==> src/rtl/red_pitaya_hk_gpio_pkg.sv <==
`default_nettype none
// ============================================================================
// Package  : hk_pkg
// Purpose  : Shared definitions for the housekeeping / GPIO block: register
//            offsets (low 20 address bits), edge-mode bit indices, DNA
//            sequencing constants and the DNA reader state encoding.
// Ports    : none (package)
// Revision : 1.0 - initial release
// ============================================================================
package hk_pkg;

  // Register offsets, compared against sys_addr[19:0]
  localparam logic [19:0] c_addr_id         = 20'h00;
  localparam logic [19:0] c_addr_dna_lo     = 20'h04;
  localparam logic [19:0] c_addr_dna_hi     = 20'h08;
  localparam logic [19:0] c_addr_ctrl       = 20'h0C;
  localparam logic [19:0] c_addr_dir_p      = 20'h10;
  localparam logic [19:0] c_addr_dir_n      = 20'h14;
  localparam logic [19:0] c_addr_dat_p      = 20'h18;
  localparam logic [19:0] c_addr_dat_n      = 20'h1C;
  localparam logic [19:0] c_addr_in_p       = 20'h20;
  localparam logic [19:0] c_addr_in_n       = 20'h24;
  localparam logic [19:0] c_addr_set_p      = 20'h28;
  localparam logic [19:0] c_addr_set_n      = 20'h2C;
  localparam logic [19:0] c_addr_led        = 20'h30;
  localparam logic [19:0] c_addr_blink_mask = 20'h34;
  localparam logic [19:0] c_addr_blink_per  = 20'h38;
  localparam logic [19:0] c_addr_en_p       = 20'h40;
  localparam logic [19:0] c_addr_en_n       = 20'h44;
  localparam logic [19:0] c_addr_stat_p     = 20'h48;
  localparam logic [19:0] c_addr_stat_n     = 20'h4C;
  localparam logic [19:0] c_addr_mode       = 20'h50;

  // Bit positions inside the edge-mode register
  localparam int unsigned c_mode_rise = 0;
  localparam int unsigned c_mode_fall = 1;

  // DNA sequencing
  localparam int unsigned c_dna_bits      = 57;
  localparam int unsigned c_dna_load_clks = 2;

  typedef enum logic [1:0] {
    ST_RESET = 2'd0,
    ST_LOAD  = 2'd1,
    ST_SHIFT = 2'd2,
    ST_DONE  = 2'd3
  } dna_state_t;

endpackage
`default_nettype wire

==> src/rtl/red_pitaya_hk_gpio_if.sv <==
`default_nettype none
// ============================================================================
// Interface : red_pitaya_hk_gpio_if
// Purpose   : System-bus slot of the housekeeping block. The master drives
//             address, write data, byte select and the read/write strobes;
//             the slave returns read data, error and acknowledge.
// Signals   : addr[31:0], wdata[31:0], sel[3:0], wen, ren  (master -> slave)
//             rdata[31:0], err, ack                         (slave -> master)
// Revision  : 1.0 - initial release
// ============================================================================
interface red_pitaya_hk_gpio_if;
  logic [31:0] addr;
  logic [31:0] wdata;
  logic [3:0]  sel;
  logic        wen;
  logic        ren;
  logic [31:0] rdata;
  logic        err;
  logic        ack;

  modport master (
    output addr, wdata, sel, wen, ren,
    input  rdata, err, ack
  );

  modport slave (
    input  addr, wdata, sel, wen, ren,
    output rdata, err, ack
  );
endinterface
`default_nettype wire

==> src/rtl/red_pitaya_hk_gpio_dna_reader.sv <==
`default_nettype none
// ============================================================================
// Module   : hk_dna_reader
// Purpose  : Reads the 57-bit device DNA once after reset. A divided DNA
//            clock (half period 2^DNA_DIV clk cycles) paces the sequence:
//            READ for 2 DNA clocks, then 57 shifts sampling DOUT MSB first.
//            The DNA port is modelled as a shift register in the clk domain,
//            advanced on the cycles where the divided clock would rise, so
//            no derived clock (and no BUFH) enters the fabric.
// Ports    : clk_i, rstn_i      - clock, async active-low reset
//            dna_value[56:0]    - captured DNA, 0 until the sequence ends
//            dna_done           - high once the value is frozen
// Revision : 1.0 - initial release
// ============================================================================
module hk_dna_reader
  import hk_pkg::*;
#(
  parameter int unsigned DNA_DIV = 3,
  parameter logic [56:0] DNA     = 57'h0823456789ABCDE
) (
  input  wire logic        clk_i,
  input  wire logic        rstn_i,
  output logic [56:0]      dna_value,
  output logic             dna_done
);

  localparam int unsigned            c_div_w    = DNA_DIV + 1;
  // Divider value on which the DNA clock would go from low to high
  localparam logic [c_div_w-1:0]     c_rise_cnt = c_div_w'((1 << DNA_DIV) - 1);

  dna_state_t         r_state;
  dna_state_t         w_state_nxt;
  logic [c_div_w-1:0] r_div;
  logic               w_dna_rise;
  logic [5:0]         r_bit_cnt;
  logic               w_port_read;
  logic               w_port_shift;
  logic [56:0]        r_port_sr;
  logic [56:0]        r_value;

  assign w_dna_rise = (r_div == c_rise_cnt);

  // Clock divider stops once the value is captured
  always_ff @(posedge clk_i or negedge rstn_i) begin
    if (!rstn_i) begin
      r_div <= '0;
    end else if (r_state != ST_DONE) begin
      r_div <= r_div + 1'b1;
    end
  end

  always_ff @(posedge clk_i or negedge rstn_i) begin
    if (!rstn_i) begin
      r_state <= ST_LOAD;
    end else begin
      r_state <= w_state_nxt;
    end
  end

  always_comb begin
    w_state_nxt  = r_state;
    w_port_read  = 1'b0;
    w_port_shift = 1'b0;
    case (r_state)
      ST_RESET: begin
        w_state_nxt = ST_LOAD;
      end
      ST_LOAD: begin
        w_port_read = 1'b1;
        if (w_dna_rise && (r_bit_cnt == 6'(c_dna_load_clks - 1))) begin
          w_state_nxt = ST_SHIFT;
        end
      end
      ST_SHIFT: begin
        w_port_shift = 1'b1;
        if (w_dna_rise && (r_bit_cnt == 6'(c_dna_bits - 1))) begin
          w_state_nxt = ST_DONE;
        end
      end
      ST_DONE: begin
        w_state_nxt = ST_DONE;
      end
      default: begin
        w_state_nxt = ST_LOAD;
      end
    endcase
  end

  // Per-phase DNA clock counter, port model and capture register.
  // DOUT is the port MSB before the shift, so sampling and shifting on the
  // same rising DNA clock collects the value MSB first.
  always_ff @(posedge clk_i or negedge rstn_i) begin
    if (!rstn_i) begin
      r_bit_cnt <= '0;
      r_port_sr <= '0;
      r_value   <= '0;
    end else begin
      if (w_state_nxt != r_state) begin
        r_bit_cnt <= '0;
      end else if (w_dna_rise && (w_port_read || w_port_shift)) begin
        r_bit_cnt <= r_bit_cnt + 1'b1;
      end
      if (w_dna_rise) begin
        if (w_port_read) begin
          r_port_sr <= DNA;
        end else if (w_port_shift) begin
          r_port_sr <= {r_port_sr[55:0], 1'b0};
          r_value   <= {r_value[55:0], r_port_sr[56]};
        end
      end
    end
  end

  assign dna_value = r_value;
  assign dna_done  = (r_state == ST_DONE);

endmodule
`default_nettype wire

==> src/rtl/red_pitaya_hk_gpio.sv <==
`default_nettype none
// ============================================================================
// Module   : red_pitaya_hk_gpio
// Purpose  : Housekeeping block: ID and DNA readout, expansion-connector GPIO
//            with synchronised inputs and per-bit edge interrupts, LEDs with
//            hardware blink, global digital loopback enable.
// Ports    : clk_i, rstn_i                 - clock, async active-low reset
//            led_o[DWL-1:0]                - LED drive (register ^ blink)
//            digital_loop                  - loopback enable
//            exp_{p,n}_dat_i[DWE-1:0]      - asynchronous pad inputs
//            exp_{p,n}_dat_o / _dir_o      - pad output data / output enable
//            irq_o                         - registered level interrupt
//            sys                           - system-bus slave port
// Revision : 1.0 - initial release
// ============================================================================
module red_pitaya_hk_gpio
  import hk_pkg::*;
#(
  parameter int unsigned DWL     = 8,
  parameter int unsigned DWE     = 8,
  parameter int unsigned SYNC    = 2,
  parameter int unsigned DNA_DIV = 3,
  parameter logic [31:0] ID      = 32'h2,
  parameter logic [56:0] DNA     = 57'h0823456789ABCDE
) (
  input  wire logic           clk_i,
  input  wire logic           rstn_i,
  output logic [DWL-1:0]      led_o,
  output logic                digital_loop,
  input  wire logic [DWE-1:0] exp_p_dat_i,
  input  wire logic [DWE-1:0] exp_n_dat_i,
  output logic [DWE-1:0]      exp_p_dat_o,
  output logic [DWE-1:0]      exp_n_dat_o,
  output logic [DWE-1:0]      exp_p_dir_o,
  output logic [DWE-1:0]      exp_n_dir_o,
  output logic                irq_o,
  red_pitaya_hk_gpio_if.slave sys
);

  logic [19:0]         w_addr;
  logic                w_req;
  logic [31:0]         w_rdata;
  logic [31:0]         r_rdata;
  logic                r_ack;

  logic                r_digital_loop;
  logic [DWE-1:0]      r_dir_p, r_dir_n;
  logic [DWE-1:0]      r_dat_p, r_dat_n;
  logic [DWL-1:0]      r_led, r_mask;
  logic [31:0]         r_period;
  logic [DWE-1:0]      r_en_p, r_en_n;
  logic [DWE-1:0]      r_stat_p, r_stat_n;
  logic [1:0]          r_mode;
  logic                r_irq;

  logic [SYNC*DWE-1:0] r_sync_p, r_sync_n;
  logic [DWE-1:0]      w_sync_p, w_sync_n;
  logic [DWE-1:0]      r_prev_p, r_prev_n;
  logic [DWE-1:0]      w_edge_p, w_edge_n;
  logic [DWE-1:0]      w_clr_p, w_clr_n;

  logic [31:0]         r_blk_cnt;
  logic                r_phase;
  logic                w_per_wr;

  logic [56:0]         w_dna_value;
  logic                w_dna_done;
  logic                w_unused;

  assign w_addr   = sys.addr[19:0];
  assign w_req    = sys.wen | sys.ren;
  // Byte selects are ignored: only full-word accesses are supported
  assign w_unused = ^{sys.sel, sys.addr[31:20]};

  hk_dna_reader #(
    .DNA_DIV (DNA_DIV),
    .DNA     (DNA)
  ) u_dna (
    .clk_i     (clk_i),
    .rstn_i    (rstn_i),
    .dna_value (w_dna_value),
    .dna_done  (w_dna_done)
  );

  // --------------------------------------------------------------------------
  // Bus response: read data reflects registers before any same-cycle write
  // --------------------------------------------------------------------------
  always_comb begin
    w_rdata = '0;
    case (w_addr)
      c_addr_id:         w_rdata = ID;
      c_addr_dna_lo:     w_rdata = w_dna_value[31:0];
      c_addr_dna_hi:     w_rdata = 32'(w_dna_value[56:32]);
      c_addr_ctrl:       w_rdata = {30'd0, w_dna_done, r_digital_loop};
      c_addr_dir_p:      w_rdata = 32'(r_dir_p);
      c_addr_dir_n:      w_rdata = 32'(r_dir_n);
      c_addr_dat_p:      w_rdata = 32'(r_dat_p);
      c_addr_dat_n:      w_rdata = 32'(r_dat_n);
      c_addr_in_p:       w_rdata = 32'(w_sync_p);
      c_addr_in_n:       w_rdata = 32'(w_sync_n);
      c_addr_led:        w_rdata = 32'(r_led);
      c_addr_blink_mask: w_rdata = 32'(r_mask);
      c_addr_blink_per:  w_rdata = r_period;
      c_addr_en_p:       w_rdata = 32'(r_en_p);
      c_addr_en_n:       w_rdata = 32'(r_en_n);
      c_addr_stat_p:     w_rdata = 32'(r_stat_p);
      c_addr_stat_n:     w_rdata = 32'(r_stat_n);
      c_addr_mode:       w_rdata = {30'd0, r_mode};
      default:           w_rdata = '0;
    endcase
  end

  always_ff @(posedge clk_i or negedge rstn_i) begin
    if (!rstn_i) begin
      r_ack   <= 1'b0;
      r_rdata <= '0;
    end else begin
      r_ack   <= w_req;
      r_rdata <= w_req ? w_rdata : '0;
    end
  end

  assign sys.ack   = r_ack;
  assign sys.rdata = r_rdata;
  assign sys.err   = 1'b0;

  // --------------------------------------------------------------------------
  // Plain read/write registers
  // --------------------------------------------------------------------------
  always_ff @(posedge clk_i or negedge rstn_i) begin
    if (!rstn_i) begin
      r_digital_loop <= 1'b0;
      r_dir_p        <= '0;
      r_dir_n        <= '0;
      r_dat_p        <= '0;
      r_dat_n        <= '0;
      r_led          <= '0;
      r_mask         <= '0;
      r_period       <= '0;
      r_en_p         <= '0;
      r_en_n         <= '0;
      r_mode         <= '0;
    end else if (sys.wen) begin
      case (w_addr)
        c_addr_ctrl:       r_digital_loop <= sys.wdata[0];
        c_addr_dir_p:      r_dir_p        <= sys.wdata[DWE-1:0];
        c_addr_dir_n:      r_dir_n        <= sys.wdata[DWE-1:0];
        c_addr_dat_p:      r_dat_p        <= sys.wdata[DWE-1:0];
        c_addr_dat_n:      r_dat_n        <= sys.wdata[DWE-1:0];
        c_addr_set_p:      r_dat_p        <= r_dat_p | sys.wdata[DWE-1:0];
        c_addr_set_n:      r_dat_n        <= r_dat_n | sys.wdata[DWE-1:0];
        c_addr_led:        r_led          <= sys.wdata[DWL-1:0];
        c_addr_blink_mask: r_mask         <= sys.wdata[DWL-1:0];
        c_addr_blink_per:  r_period       <= sys.wdata;
        c_addr_en_p:       r_en_p         <= sys.wdata[DWE-1:0];
        c_addr_en_n:       r_en_n         <= sys.wdata[DWE-1:0];
        c_addr_mode:       r_mode         <= sys.wdata[1:0];
        default: ;
      endcase
    end
  end

  assign digital_loop = r_digital_loop;
  assign exp_p_dir_o  = r_dir_p;
  assign exp_n_dir_o  = r_dir_n;
  assign exp_p_dat_o  = r_dat_p;
  assign exp_n_dat_o  = r_dat_n;

  // --------------------------------------------------------------------------
  // Input synchronisers (stage 0 in the low DWE bits) and edge detection
  // --------------------------------------------------------------------------
  always_ff @(posedge clk_i or negedge rstn_i) begin
    if (!rstn_i) begin
      r_sync_p <= '0;
      r_sync_n <= '0;
      r_prev_p <= '0;
      r_prev_n <= '0;
    end else begin
      r_sync_p <= {r_sync_p[(SYNC-1)*DWE-1:0], exp_p_dat_i};
      r_sync_n <= {r_sync_n[(SYNC-1)*DWE-1:0], exp_n_dat_i};
      r_prev_p <= w_sync_p;
      r_prev_n <= w_sync_n;
    end
  end

  assign w_sync_p = r_sync_p[SYNC*DWE-1 -: DWE];
  assign w_sync_n = r_sync_n[SYNC*DWE-1 -: DWE];

  assign w_edge_p = ( w_sync_p & ~r_prev_p & {DWE{r_mode[c_mode_rise]}})
                  | (~w_sync_p &  r_prev_p & {DWE{r_mode[c_mode_fall]}});
  assign w_edge_n = ( w_sync_n & ~r_prev_n & {DWE{r_mode[c_mode_rise]}})
                  | (~w_sync_n &  r_prev_n & {DWE{r_mode[c_mode_fall]}});

  // --------------------------------------------------------------------------
  // Interrupt status: a new edge is OR-ed in after the clear, so it survives
  // a coincident write-1-clear
  // --------------------------------------------------------------------------
  assign w_clr_p = (sys.wen && (w_addr == c_addr_stat_p)) ? sys.wdata[DWE-1:0] : '0;
  assign w_clr_n = (sys.wen && (w_addr == c_addr_stat_n)) ? sys.wdata[DWE-1:0] : '0;

  always_ff @(posedge clk_i or negedge rstn_i) begin
    if (!rstn_i) begin
      r_stat_p <= '0;
      r_stat_n <= '0;
      r_irq    <= 1'b0;
    end else begin
      r_stat_p <= (r_stat_p & ~w_clr_p) | w_edge_p;
      r_stat_n <= (r_stat_n & ~w_clr_n) | w_edge_n;
      r_irq    <= (|(r_stat_p & r_en_p)) | (|(r_stat_n & r_en_n));
    end
  end

  assign irq_o = r_irq;

  // --------------------------------------------------------------------------
  // LED blink: counter runs 0..period, so each phase lasts period+1 cycles
  // --------------------------------------------------------------------------
  assign w_per_wr = sys.wen && (w_addr == c_addr_blink_per);

  always_ff @(posedge clk_i or negedge rstn_i) begin
    if (!rstn_i) begin
      r_blk_cnt <= '0;
      r_phase   <= 1'b0;
    end else if (w_per_wr || (r_period == 32'd0)) begin
      r_blk_cnt <= '0;
      r_phase   <= 1'b0;
    end else if (r_blk_cnt == r_period) begin
      r_blk_cnt <= '0;
      r_phase   <= ~r_phase;
    end else begin
      r_blk_cnt <= r_blk_cnt + 32'd1;
    end
  end

  assign led_o = r_led ^ (r_mask & {DWL{r_phase}});

endmodule
`default_nettype wire

==> src/flat_wrapper.sv <==
// flat-port wrapper written by rule: the top's interface ports become plain ports
module red_pitaya_hk_gpio_flat import hk_pkg::*;
#(
  parameter int unsigned DWL     = 8,
  parameter int unsigned DWE     = 8,
  parameter int unsigned SYNC    = 2,
  parameter int unsigned DNA_DIV = 3,
  parameter logic [31:0] ID      = 32'h2,
  parameter logic [56:0] DNA     = 57'h0823456789ABCDE
)
  (clk_i, rstn_i, led_o, digital_loop, exp_p_dat_i, exp_n_dat_i, exp_p_dat_o, exp_n_dat_o, exp_p_dir_o, exp_n_dir_o, irq_o, sys_addr, sys_wdata, sys_sel, sys_wen, sys_ren, sys_rdata, sys_err, sys_ack);
  red_pitaya_hk_gpio_if sys_i ();
  input  wire logic clk_i;
  input  wire logic rstn_i;
  output logic [DWL-1:0] led_o;
  output logic digital_loop;
  input  wire logic [DWE-1:0] exp_p_dat_i;
  input  wire logic [DWE-1:0] exp_n_dat_i;
  output logic [DWE-1:0] exp_p_dat_o;
  output logic [DWE-1:0] exp_n_dat_o;
  output logic [DWE-1:0] exp_p_dir_o;
  output logic [DWE-1:0] exp_n_dir_o;
  output logic irq_o;
  input wire logic [$bits(sys_i.addr)-1:0] sys_addr;
  input wire logic [$bits(sys_i.wdata)-1:0] sys_wdata;
  input wire logic [$bits(sys_i.sel)-1:0] sys_sel;
  input wire logic [$bits(sys_i.wen)-1:0] sys_wen;
  input wire logic [$bits(sys_i.ren)-1:0] sys_ren;
  output wire logic [$bits(sys_i.rdata)-1:0] sys_rdata;
  output wire logic [$bits(sys_i.err)-1:0] sys_err;
  output wire logic [$bits(sys_i.ack)-1:0] sys_ack;
  assign sys_i.addr = sys_addr;
  assign sys_i.wdata = sys_wdata;
  assign sys_i.sel = sys_sel;
  assign sys_i.wen = sys_wen;
  assign sys_i.ren = sys_ren;
  assign sys_rdata = sys_i.rdata;
  assign sys_err = sys_i.err;
  assign sys_ack = sys_i.ack;
  red_pitaya_hk_gpio #(.DWL(DWL), .DWE(DWE), .SYNC(SYNC), .DNA_DIV(DNA_DIV), .ID(ID), .DNA(DNA)) u_core (.clk_i(clk_i), .rstn_i(rstn_i), .led_o(led_o), .digital_loop(digital_loop), .exp_p_dat_i(exp_p_dat_i), .exp_n_dat_i(exp_n_dat_i), .exp_p_dat_o(exp_p_dat_o), .exp_n_dat_o(exp_n_dat_o), .exp_p_dir_o(exp_p_dir_o), .exp_n_dir_o(exp_n_dir_o), .irq_o(irq_o), .sys(sys_i));
endmodule
==> config.mk <==
export PLATFORM = sky130hd
export DESIGN_NAME = red_pitaya_hk_gpio_flat
export DESIGN_NICKNAME = d
export VERILOG_FILES = /design/src/rtl/red_pitaya_hk_gpio_pkg.sv /design/src/rtl/red_pitaya_hk_gpio_if.sv /design/src/rtl/red_pitaya_hk_gpio_dna_reader.sv /design/src/rtl/red_pitaya_hk_gpio.sv /design/src/flat_wrapper.sv
export SDC_FILE = /design/constraint.sdc
export NUM_CORES = 1
export LEC_CHECK = 0
export BUFFER_PORTS_ARGS = -buffer_cell sky130_fd_sc_hd__buf_2
export CAP_MARGIN = 20
export CORE_ASPECT_RATIO = 0.9
export CORE_UTILIZATION = 46
export CTS_BUF_LIST = sky130_fd_sc_hd__clkbuf_4 sky130_fd_sc_hd__clkbuf_8
export DETAILED_ROUTE_END_ITERATION = 6
export PLACE_DENSITY = 0.67
export SLEW_MARGIN = 10
export SYNTH_ARGS = -nofsm -noshare
export SYNTH_HDL_FRONTEND = slang
export SYNTH_SLANG_ARGS = --single-unit
==> constraint.sdc <==
create_clock -name clk_i -period 2.3 [get_ports clk_i]
set_input_delay 0.23 -clock clk_i [delete_from_list [all_inputs] [get_ports clk_i]]
set_output_delay 0.23 -clock clk_i [all_outputs]
set_load 0.03 [all_outputs]
==> summary.txt, run 1 <==
Status
  • Status: finished, violations left
  • Failing checks: design-rule violations

Floorplanning
  • Std-Cell Rows: 64
  • Placeable Area: 34000 µm²
  • Starting Density: 0.467
  • Die Height: 178 µm
  • Die ar.: 35300 µm²
  • Io pins: 164
  • Die Span X: 198 µm

Yosys
  • Ys async rst share: 1.00
  • Post-Synthesis Cells: 1406
  • Share of Yosys cell area claimed by the top area cell type: 0.557
  • Largest cells by area after synthesis: dfrtp_1 (56%), mux2_2 (8.6%), nand2_1 (4.4%)
  • Sequential area share after synthesis: 0.559
  • Avg Inst Size Synth: 11.3 µm²
  • Syn nets: 1504
  • Synth cell types: 70
  • #FFs+latches synth: 355
  • Post-synth top flop: dfrtp_1
  • Post-synth EDFFs: 0
  • Synth Cell Area: 15900 µm²
  • YS warnings: 0
  • Largest area contributor in the netlist: dfrtp_1

Worst setup path
  • Crit end category: flop
  • Type of origin of the critical path: flop
  • Worst EP required: 2.75 ns
  • Crit Path Class: reg -> reg
  • Critical Path Fanout Max: 6
  • Crit path arrival time: 2.54 ns

Clock tree
  • Setup bufs post-CTS: 0
  • Num CTS Buffers: 56
  • Clock sinks: 355
  • Clk buf depth: 3
  • Clock-pin slew on the worst setup and hold paths: 0.06 ns
  • Hold_buf cts: 42
  • CTS tree: yes
  • CTS H-tree lvls: 2
  • Root buffer selected by CTS: clkbuf_8
  • Clk Latency, worst-skew pair: 0.62 ns
  • Post-CTS sizing: 0

Power and ir drop
  • Pwr Density: 652 nW/µm²
  • Sw Share: 0.222
  • Switching power: 2800 µW
  • Internal power: 9780 µW
  • Comb power frac: 0.041
  • Flop pwr share: 0.503
  • Leak Pwr: 0.00913 µW
  • Power after layout: 12600 µW
  • Clk pwr share: 0.456
  • Worst VDD drop: 452 µV

Cells and area
  • Multi-input gate area in the final layout: 6600 µm²
  • Area Overhead vs Synth: 21.4%
  • Filler instances: 2927
  • Commonest cells after routing, fill and taps aside: dfrtp_1 (354), nand2_1 (185), buf_2 (145)
  • Most common cell after layout, fill and taps aside: dfrtp_1
  • Ant. Diodes: 0
  • Fraction of layout cells with a size suffix above 1: 0.285
  • Design area: 19300 µm²
  • Final Non-Filler Cells: 2156
  • Nets@finish: 1751
  • Sequential Area: 8880 µm²

Drt
  • ANT nets after route: 0
  • DR WL/cell: 20.3 µm
  • Via density per instance: 5.63
  • Initial drt markers: 957
  • Total number of vias: 12.1k
  • Pre-Repair DR Iteration Count: 7
  • DRC violations left: 3
  • Drt total wl: 43700 µm

STA
  • Clk_skew: 0.0380 ns
  • Final setup vio count: 0
  • Period minus WS final: 2.10 ns
  • Hold Violations, Final: 0
  • Tcrit/Tclk final: 0.912
  • Final Max Tran Viols: 0
  • Worst Tran Pin Value: 0.859 ns
  • RSZ-0062 raised after global routing: no
  • Achievable frequency: 0.477 GHz
  • Final WS setup: 0.203 ns
  • Final TNS setup: 0 ns
  • Slew headroom: 0.412

GRT
  • Met3 GRT Util: 0.0439
  • Largest net degree at the start of global routing: 73
  • First-pass GRT wire length: 68400 µm
  • GRT Residual Overflow: 0
  • Met2 usage: 0.377
  • Most used routing layer in global routing: met1
  • M1 GR Usage: 0.383
  • Tot GR Track Use: 0.254
  • Antenna violations before repair: 1
  • Vias in the first global route: 11.8k

Place
  • Pre-CTS WS: 0.133 ns
  • Placed Instances: 2015
  • DP Area: 17700 µm²
  • I/O Buffers: 146
  • Hpwl dp: 30600 µm
  • RD Place Congestion: 0.995

Hold path
  • Hold crit path type: in -> reg

Run
  • MaxCap Viol Count: 0
[per-stage QoR]
stage / util / hold WS, ns
CTS: 0.567 / 0.00386
finish: 0.567 / 0.0564
detailed placement: 0.519 / 0.196
global route: 0.567 / 0.0219
global placement: 0.519 / 0.194
floorplan: - / -0.0656
[final cells by class]
type,count,area share
clock inverters,9,0.00655
well taps,462,0.0300
repair buffers,268,0.101
inverters,22,0.00428
clock buffers,90,0.0561
multi-input cells,950,0.342
flip-flops and latches,355,0.460
[sequential cells by signal, summed over array words and instances (netlist names), 16 cells and up]
signal,flops
u_core.r_sync_p,16
u_core.sys.rdata,32
u_core.r_blk_cnt,32
u_core.u_dna.r_port_sr,56
u_core.r_sync_n,16
u_core.r_period,32
u_core.u_dna.dna_value,57
[synthesized netlist by cell type (all sizes together) (2+ instances only)]
| library cell | n |
|---|---|
| nor4 | 37 |
| or2 | 3 |
| nand3 | 40 |
| mux4 | 5 |
| a22oi | 16 |
| a22o | 21 |
| nor2b | 3 |
| o21ai | 101 |
| mux2i | 13 |
| mux2 | 124 |
| a221oi | 5 |
| a222oi | 18 |
| or3 | 8 |
| a211oi | 4 |
| nor3 | 22 |
| a311oi | 4 |
| nand2b | 29 |
| and2 | 4 |
| o32ai | 10 |
| and3 | 7 |
| o211ai | 9 |
| a21o | 9 |
| buf | 35 |
| nand4 | 28 |
| nand2 | 185 |
| ha | 10 |
| a31oi | 7 |
| o41ai | 2 |
| nand3b | 17 |
| and4 | 6 |
| o22ai | 6 |
| or4 | 4 |
| nand4b | 2 |
| nor4b | 8 |
| a21oi | 13 |
| clkbuf | 44 |
| xnor2 | 32 |
| a2111oi | 5 |
| dfrtp | 354 |
| xor2 | 43 |
| nor4bb | 2 |
| inv | 22 |
| nor2 | 80 |
[power by group through the flow]
stage	combinational [µW]	sequential, µW	clock (µW)
2_1_floorplan	118	6420	0
3_3_place_gp	460	6430	0
3_5_place_dp	466	6430	0
4_1_cts	522	6320	5910
5_1_grt	565	6320	6190
6_report	520	6320	5740
[final timing paths]
| path | startpoint | endpoint | slack, ns | cells past startpoint |
|---|---|---|---|---|
| max | u_core.u_dna.r_state[0] | u_core.u_dna.r_bit_cnt[3] | 0.20 | 6 |
| min | sys_wdata[2] | u_core.r_stat_p[2] | 0.06 | 3 |
| max reg2reg | u_core.u_dna.r_state[0] | u_core.u_dna.r_bit_cnt[3] | 0.20 | 6 |
| min reg2reg | u_core.r_sync_n[0] | u_core.r_sync_n[8] | 0.35 | 0 |
| max in group asynchronous | rstn_i | u_core.u_dna.r_port_sr[52] | 1.37 | 3 |
| min in group asynchronous | rstn_i | u_core.r_led[5] | 0.15 | 2 |
[metal layers]
layer	vias up	share of wire
li1	5566	-
met1	6054	0.47
met2	447	0.44
met3	73	0.067
met4	0	0.021
met5	-	0
[critical path, stage by stage (launching register included)]
cell       delay (ns)
dfstp_2          0.57
inv_1            0.10
ha_1             0.23
or4_1            0.53
a21o_1           0.18
o2111ai_1        0.25
nor2_1           0.10
[kinds of logic (layout without fill, tap and decap cells)]
| logic type | after synthesis | after routing | synth area share |
|---|---|---|---|
| and+or+nand+nor | 488 | 488 | 0.162 |
| DFF | 355 | 355 | 0.559 |
| AOI/OAI and AO/OA | 234 | 234 | 0.0987 |
| muxes | 142 | 142 | 0.103 |
| buffers and inverters | 101 | 389 | 0.0275 |
| xor gates and xnor gates | 75 | 75 | 0.0413 |
| adders and majority gates | 10 | 10 | 0.00787 |
| other | 1 | 1 | 0.000236 |
(Power assumes the default switching activity.)
==> inputs of run 2 (changes only) <==
==> constraint.sdc (replaced) <==
create_clock -name clk_i -period 2.3 [get_ports clk_i]
set_input_delay 0.115 -clock clk_i [delete_from_list [all_inputs] [get_ports clk_i]]
set_output_delay 0.115 -clock clk_i [all_outputs]
set_load 0.03 [all_outputs]
==> summary.txt, run 2 (synthesis results as in run 1) <==
Worst setup path
  • Crit Path Class: reg -> reg
  • Largest stage delay, worst path: 0.52 ns (-0.05 ns)
  • Reg2Reg Depth: 5 (-1)
  • Crit path buf inv count: 0 (-1)
  • Worst EP required: 2.83 ns (+0.08 ns)
  • Critical Path Fanout Max: 7 (+1)
  • Crit path cell chain: and3_1 -> nand4_1 -> or3_1 -> or3_1 -> a21oi_1
  • Cell mode on critical path: or3_1
  • R2R Setup Slk: 0.22 ns (about the same)
  • Crit path arrival time: 2.61 ns (+0.07 ns)
  • Type of origin of the critical path: flop
  • Worst r2r src: u_core.r_blk_cnt[14]
  • FF-to-FF End: u_core.r_blk_cnt[30]
  • Crit end category: flop
  • Slowest cell on the critical path: or3_1
  • Crit path max-delay family: simple AND/OR/NAND/NOR gates

Floorplanning
  • Std-Cell Rows: 64 (unchanged)
  • Die Height: 178 µm (unchanged)
  • Die ar.: 35300 µm² (unchanged)
  • Placeable Area: 34000 µm² (unchanged)
  • Die Span X: 198 µm (unchanged)
  • Starting Density: 0.467 (unchanged)
  • Io pins: 164 (unchanged)

Drt
  • Total number of vias: 12.0k (-1.1%)
  • ANT nets after route: 0 (unchanged)
  • DR WL/cell: 20.2 µm (-0.37%)
  • Initial drt markers: 1054 (+10%)
  • Pre-Repair DR Iteration Count: 7 (unchanged)
  • Via density per instance: 5.57 (-1.0%)
  • Drt total wl: 43500 µm (-0.41%)
  • DRC violations left: 6 (+3)

Clock tree
  • CTS tree: yes
  • Clk buf depth: 3 (unchanged)
  • Clk Latency, worst-skew pair: 0.61 ns (about the same)
  • CTS H-tree lvls: 2 (unchanged)
  • Root buffer selected by CTS: clkbuf_8
  • Post-CTS sizing: 0 (unchanged)
  • Clock sinks: 355 (unchanged)
  • Clock-pin slew on the worst setup and hold paths: 0.06 ns (about the same)
  • Hold_buf cts: 51 (+21%)
  • Num CTS Buffers: 56 (unchanged)
  • Setup bufs post-CTS: 0 (unchanged)

Hold path
  • Hold crit path type: in -> async

Cells and area
  • Ant. Diodes: 0 (unchanged)
  • Filler instances: 2909 (-0.61%)
  • Most common cell after layout, fill and taps aside: dfrtp_1
  • Fraction of layout cells with a size suffix above 1: 0.279 (-0.00574)
  • Sequential Area: 8880 µm² (unchanged)
  • Nets@finish: 1747 (-0.23%)
  • Area Overhead vs Synth: 21.6%
  • Commonest cells after routing, fill and taps aside: dfrtp_1 (354), nand2_1 (185), buf_2 (145)
  • Max reg flops: 57 (unchanged)
  • Final Non-Filler Cells: 2155 (-0.046%)
  • Multi-input gate area in the final layout: 6600 µm² (unchanged)

GRT
  • Vias in the first global route: 11.7k (-0.18%)
  • Antenna violations before repair: 0 (-1)
  • GRT Residual Overflow: 0 (unchanged)
  • First-pass GRT wire length: 67500 µm (-1.4%)
  • Largest net degree at the start of global routing: 86 (+18%)
  • Tot GR Track Use: 0.250 (-0.00416)

Status
  • Failing checks: design-rule violations
  • Status: finished, violations left

Power and ir drop
  • Worst VDD drop: 455 µV (+0.56%)
  • Leak Pwr: 0.00913 µW (about the same)
  • Pwr Density: 664 nW/µm² (+1.8%)

STA
  • Worst Tran Pin Value: 0.794 ns (-0.0658 ns)
  • WHS: 0.0313 ns (-0.0251 ns)
  • Final WS setup: 0.217 ns (+0.0136 ns)
  • RSZ-0062 raised after global routing: no
  • Final setup vio count: 0 (unchanged)
  • Clk_skew: 0.0301 ns (-0.00793 ns)
  • Final Max Tran Viols: 0 (unchanged)
  • Period minus WS final: 2.08 ns (-0.0136 ns)
  • Hold Violations, Final: 0 (unchanged)
  • Final TNS setup: 0 ns (unchanged)
  • Slew headroom: 0.469 (+0.0568)
  • Tcrit/Tclk final: 0.906 (-0.00592)
  • Achievable frequency: 0.480 GHz (+0.65%)

Run
  • MaxCap Viol Count: 0 (unchanged)

Place
  • RD Place Congestion: 0.987 (-0.82%)
  • Hpwl dp: 30100 µm (-1.5%)
  • Pre-CTS WS: 0.0839 ns (-0.0487 ns)
  • Placed Instances: 2002 (-0.65%)
  • I/O Buffers: 146 (unchanged)
==> run 2: routing by layer <==
layer | track usage | vias to the layer above | share of wire
met4 | 0.0833 | 0 | 0.027
met2 | 0.374 | 408 | 0.44
met1 | 0.368 | 5967 | 0.47
li1 | - | 5550 | -
met5 | 0 | - | 0
met3 | 0.0424 | 86 | 0.058
==> run 2: area by class of cell <==
class	count	share of cell area
repair buffers	264	0.0985
flip-flops and latches	355	0.460
multi-input cells	950	0.341
inverters	22	0.00427
well taps	462	0.0299
clock buffers	90	0.0573
clock inverters	12	0.00893
==> run 2: how the worst max path moves through the flow <==
stage	startpoint	to	slack [ns]	cells after the start
after detailed placement	sys_addr[7]	u_core.sys.rdata[6]	0.08	7
final	u_core.r_blk_cnt[14]	u_core.r_blk_cnt[30]	0.22	5
after floorplan	u_core.u_dna.r_state[1]	u_core.u_dna.dna_value[26]	0.17	7
after CTS	u_core.u_dna.r_state[0]	u_core.u_dna.r_bit_cnt[4]	0.23	6
after global placement	sys_addr[7]	u_core.sys.rdata[6]	0.09	7
after global routing	u_core.u_dna.r_state[0]	u_core.u_dna.r_bit_cnt[3]	0.1	6
==> run 2: stage by stage <==
stage	total power (µW)	area, µm²	util
2_1_floorplan	6540	15900	-
3_3_place_gp	6870	17500	0.515
3_5_place_dp	6880	17500	0.515
4_1_cts	13000	19300	0.568
5_1_grt	13300	19300	0.568
6_report	12800	19300	0.568
==> run 2: where the power goes <==
part	internal, µW	total [µW]	switching (µW)	leakage [µW]
Clock	3500	5990	2490	0.000680
Sequential	6290	6320	26.6	0.00464
Combinational	187	515	328	0.00382
==> run 2: worst reg2reg max path: stages (launching register included) <==
cell,delay [ns]
dfrtp_1,0.46
and3_1,0.26
nand4_1,0.27
or3_1,0.52
or3_1,0.35
a21oi_1,0.15
